### src/rtl/front_panel_switch_conditioner.sv
// Front-panel switch conditioner: per-switch debounce of two- and three-position
// switch codes, action pulses for three-position switches, power-blanked LED register.
module front_panel_switch_conditioner #(
    parameter int N2      = 19,
    parameter int N3      = 4,
    parameter int DEB_CYC = 16,
    parameter int LED_W   = 36,
    parameter int PWR_IDX = 16
) (
    input  logic              clk,
    input  logic              reset_n,
    input  logic [2*N2-1:0]   sw2_code,
    input  logic [2*N3-1:0]   sw3_code,
    input  logic [LED_W-1:0]  led_in,
    output logic [N2-1:0]     sw2_state,
    output logic [N3-1:0]     sw3_up,
    output logic [N3-1:0]     sw3_down,
    output logic [N3-1:0]     sw3_up_p,
    output logic [N3-1:0]     sw3_down_p,
    output logic              power_on,
    output logic [LED_W-1:0]  leds
);

    localparam int NS = N2 + N3;
    localparam int CW = $clog2(DEB_CYC + 1);
    localparam logic [CW-1:0] DEB = CW'(DEB_CYC);

    logic [2*NS-1:0] raw;
    logic [NS-1:0]   accept;

    assign raw = {sw3_code, sw2_code};

    // One candidate/counter pair per switch; accept fires on every edge where the
    // updated count equals DEB_CYC, so a saturated stable input re-accepts harmlessly.
    genvar gi;
    generate
        for (gi = 0; gi < NS; gi++) begin : g_deb
            logic [1:0]    cand_reg;
            logic [CW-1:0] cnt_reg;
            logic [CW-1:0] cnt_next;
            logic [1:0]    code;

            assign code = raw[2*gi +: 2];

            always_comb begin
                cnt_next = cnt_reg;
                if (code != cand_reg) begin
                    cnt_next = CW'(1);
                end else if (cnt_reg < DEB) begin
                    cnt_next = cnt_reg + 1'b1;
                end
            end

            assign accept[gi] = (cnt_next == DEB);

            always_ff @(posedge clk or negedge reset_n) begin
                if (!reset_n) begin
                    cand_reg <= 2'd0;
                    cnt_reg  <= '0;
                end else begin
                    cand_reg <= code;
                    cnt_reg  <= cnt_next;
                end
            end
        end
    endgenerate

    logic [N2-1:0] sw2_next;
    logic [N3-1:0] up_next;
    logic [N3-1:0] down_next;
    logic [N3-1:0] up_p_next;
    logic [N3-1:0] down_p_next;

    // Invalid codes complete debounce but leave the accepted level untouched.
    always_comb begin
        sw2_next  = sw2_state;
        up_next   = sw3_up;
        down_next = sw3_down;
        for (int i = 0; i < N2; i++) begin
            if (accept[i] && !raw[2*i+1]) begin
                sw2_next[i] = raw[2*i];
            end
        end
        for (int j = 0; j < N3; j++) begin
            if (accept[N2+j] && (raw[2*(N2+j) +: 2] != 2'd3)) begin
                up_next[j]   = (raw[2*(N2+j) +: 2] == 2'd2);
                down_next[j] = (raw[2*(N2+j) +: 2] == 2'd1);
            end
        end
        up_p_next   = power_on ? (up_next & ~sw3_up)     : '0;
        down_p_next = power_on ? (down_next & ~sw3_down) : '0;
    end

    always_ff @(posedge clk or negedge reset_n) begin
        if (!reset_n) begin
            sw2_state  <= '0;
            sw3_up     <= '0;
            sw3_down   <= '0;
            sw3_up_p   <= '0;
            sw3_down_p <= '0;
            leds       <= '0;
        end else begin
            sw2_state  <= sw2_next;
            sw3_up     <= up_next;
            sw3_down   <= down_next;
            sw3_up_p   <= up_p_next;
            sw3_down_p <= down_p_next;
            leds       <= power_on ? led_in : '0;
        end
    end

    assign power_on = sw2_state[PWR_IDX];

endmodule

### config.mk
export PLATFORM = sky130hd
export DESIGN_NAME = front_panel_switch_conditioner
export DESIGN_NICKNAME = d
export VERILOG_FILES = /design/src/rtl/front_panel_switch_conditioner.sv
export SDC_FILE = /design/constraint.sdc
export NUM_CORES = 1
export LEC_CHECK = 0
export ABC_AREA = 1
export CORE_MARGIN = 1
export CORE_UTILIZATION = 58
export CTS_CLUSTER_DIAMETER = 150
export DETAILED_ROUTE_END_ITERATION = 6
export GPL_ROUTABILITY_DRIVEN = 0
export HOLD_SLACK_MARGIN = 0.03
export PLACE_DENSITY = 0.85
export RECOVER_POWER = 50
export REMOVE_ABC_BUFFERS = 1
export SETUP_SLACK_MARGIN = 0.4
export SLEW_MARGIN = 20
export SYNTH_ARGS = -nofsm -noshare
export SYNTH_HDL_FRONTEND = slang
export SYNTH_SLANG_ARGS = --single-unit
### constraint.sdc
create_clock -name clk -period 2.7 [get_ports clk]
set_input_delay 0.81 -clock clk [delete_from_list [all_inputs] [get_ports clk]]
set_output_delay 0.81 -clock clk [all_outputs]
set_load 0.02 [all_outputs]
==> metrics.csv <==
stage,metric,value,unit
hold_path,min_to,sw2_state[7],
synth,ys_seq_elements,232,
clocking,cts_tree,built,
sta,max_freq,439,MHz
sta,relSlewSlack,-22.1,%
hold_path,hp-class,reg2reg,
worst_setup_path,end_kind,primary output,
sta,fin_crit_sh,84.4,%
floorplanning,core,17400,µm²
clocking,insertion_delay,510,ps
run_status,status,"complete, but fails checks",
floorplanning,pin_count,156,
power_and_ir_drop,peakVddDrop,0.510,mV
floorplanning,rows,48,
worst_setup_path,cp_cell_sequence,clkdlybuf4s50_1,
routing,drc,0,
worst_setup_path,worstReg2RegStart,g_deb[19].cnt_reg[0],
sta,setup_violations,0,
worst_setup_path,r2r-end,sw3_down[0],
place,portBuffers,155,
synth,ys_seq_area_share,56.1,%
global_route,gr-usage-met3,6.43,%
global_route,grt_max_degree,73,
global_route,gr-usage-met1,28.2,%
global_route,grt_busiest_layer,met2,
synth,ys_warn_count,0,
worst_setup_path,cp.arrival,1470,ps
floorplanning,die_area,18400,µm²
clocking,postCtsHoldBufs,0,
sta,clock_skew,15.7,ps
floorplanning,start_util,59.6,%
sta,final_hold_viol_count,0,
place,dp_hpwl,14.8,mm
synth,syn_area_per_cell,8.84,µm²
finish,final_nets,1459,
routing,drt_wl_total,21.2,mm
sta,tightestPinTransition,1830,ps
run,maxCapViolCount,1,
worst_setup_path,r2r_cells,8,
hold_path,holdCritStartpoint,sw2_state[7],
worst_setup_path,slowest_delay,630,ps
finish,syn_to_final_growth,26.3,%
sta,hold_slack,473,ps
synth,synth_cell_types,27,
floorplanning,fp.dieH,136,µm
routing,antenna_left,0,
hold_path,worstHoldPathCells,2,
clocking,clk_pin_slew,60,ps
global_route,grt_pass1_vias,8084,
sta,finalSetupTns,0,ps
clocking,clock-sinks,232,
synth,synthCells,1171,
routing,wire_per_inst,13.3,µm
worst_setup_path,critical_path_required,1890,ps
routing,drtIter0Drc,280,
sta,finalMaxSlewViolations,70,
sta,rsz0062_at_grt,no,
clocking,root_buffer,clkbuf_16,
worst_setup_path,cpLargestDelayFamily,buffers and inverters,
clocking,numCtsBuffers,24,
clocking,cts_setup_buffers,0,
global_route,antenna_found_initial,1,
finish,largest_register_ffs,115,
worst_setup_path,worst-path-max-fanout,1,
sta,fin_crit,2280,ps
worst_setup_path,critPathKind,reg2out,
worst_setup_path,critPathBufInv,1,
worst_setup_path,crit_path_top_delay_cell,clkdlybuf4s50_1,
global_route,gr-total-overflow,0,
clocking,ctsHtreeMaxLevel,1,
worst_setup_path,worstSetupStartpointType,flip-flop,
global_route,grt_use_met2,43.5,%
clocking,clockBufferDepth,3,
routing,vias,7976,
routing,drt_pass1_iterations,4,
worst_setup_path,reg2reg_slack,1010,ps
power_and_ir_drop,power_density,606,nW/µm²
synth,syn_area,10300,µm²
global_route,track_usage,24.3,%
finish,drive_gt1_share,5.48,%
routing,viasPerCell,5.00,
global_route,grt_first_pass_wirelength,35.9,mm
floorplanning,die_x,136,µm
run_status,violations,"capacitance limit, slew limit",
power_and_ir_drop,leakagePower,7.34,nW
metrics by stage:
stage / std cells / setup slack, ps / power [mW] / utilization [%] / area [µm²]
after CTS: 1593 / 403 / 8.01 / 75.0 / 13000
after global placement: 1551 / 464 / 4.57 / 70.5 / 12200
after detailed placement: 1551 / 311 / 4.61 / 70.5 / 12200
after global routing: 1594 / 226 / 8.28 / 75.3 / 13100
final: 1595 / 421 / 7.92 / 75.3 / 13100
after floorplan: 1166 / 812 / 4.25 / - / 10300
cells in the mapped netlist:
master | number | share of area, %
nand2_2 | 2 | 0.12
o21ai_1 | 2 | 0.097
nor3_1 | 10 | 0.48
nor2_1 | 134 | 4.9
dfrtp_1 | 232 | 56
o21ai_0 | 23 | 1.1
buf_4 | 1 | 0.073
nand2_1 | 270 | 9.8
xnor2_1 | 46 | 3.9
nor2_4 | 2 | 0.22
nand3_2 | 1 | 0.097
nand3_1 | 85 | 4.1
a21oi_1 | 22 | 1.1
ha_1 | 23 | 2.8
nor2_2 | 2 | 0.12
a21oi_4 | 1 | 0.16
or2_2 | 15 | 0.91
o21bai_1 | 3 | 0.22
xor2_1 | 32 | 2.7
nand4_1 | 34 | 2.1
nand3b_1 | 11 | 0.80
inv_2 | 8 | 0.29
or2_4 | 1 | 0.085
inv_1 | 199 | 7.2
clkbuf_1 | 4 | 0.15
or3_1 | 1 | 0.060
or2_1 | 7 | 0.42
cell families after synthesis:
logic type,after synthesis,share of synthesized area (%)
AO/OA/AOI/OAI,51,2.65
XOR/XNOR,78,6.60
adder cells (fa/ha/maj),23,2.78
buffers and inverters,212,7.73
flip-flops,232,56.1
AND/OR/NAND/NOR,575,24.1
routing by layer:
layer / part of all wire (%) / wire length (µm) / vias up
met3: 6.1 / 1300 / 43
met4: 2.5 / 541 / 0
met2: 51 / 10800 / 195
li1: - / - / 3991
met5: 0 / 0 / -
met1: 40 / 8600 / 3747
layout by cell type, fill, tap and decap left out, types with 15 or more instances in the layout:
cell / instances
ha_1: 23
dlymetal6s2s_1: 24
clkdlybuf4s50_1: 57
a21oi_1: 22
o21ai_0: 23
inv_1: 199
nand2_1: 270
nand3_1: 85
or2_2: 15
dlygate4sd2_1: 27
nor2_1: 134
dlygate4sd3_1: 46
xor2_1: 32
xnor2_1: 46
clkbuf_16: 24
nand4_1: 34
dfrtp_1: 232
cell type report:
class                   count  area, µm²
well taps                 225        282
repair buffers            160       1640
fillers                  1145       4290
diodes                      2       5.00
clock inverters             9        131
flip-flops and latches    232       5810
clock buffers              33        684
inverters                 207        777
multi-input cells         727       3740
repair_timing:
item	CTS	global route
endpoints found under the setup margin	27	24
gates cloned	0	0
gates resized for setup	27	24
endpoints found under the hold margin	0	0
power by group:
| group | internal, mW | switching [mW] | total [mW] |
|---|---|---|---|
| clock network | 2.06 | 1.31 | 3.37 |
| registers | 3.62 | 0.114 | 3.73 |
| logic | 0.344 | 0.475 | 0.820 |
| total | 6.02 | 1.90 | 7.92 |
worst max path at each step:
stage             startpoint                   end  slack (ps)  cells past startpoint
2_1_floorplan  sw2_state[16]              power_on         810                      0
3_3_place_gp     sw3_code[0]             sw3_up[0]         460                      7
3_5_place_dp     sw3_code[5]             sw3_up[2]         310                      8
4_1_cts              leds[2]               leds[2]         400                      1
5_1_grt              reset_n  g_deb[6].cand_reg[1]         230                      2
6_report            leds[30]              leds[30]         420                      1
Power figures use the tool's default switching activity.
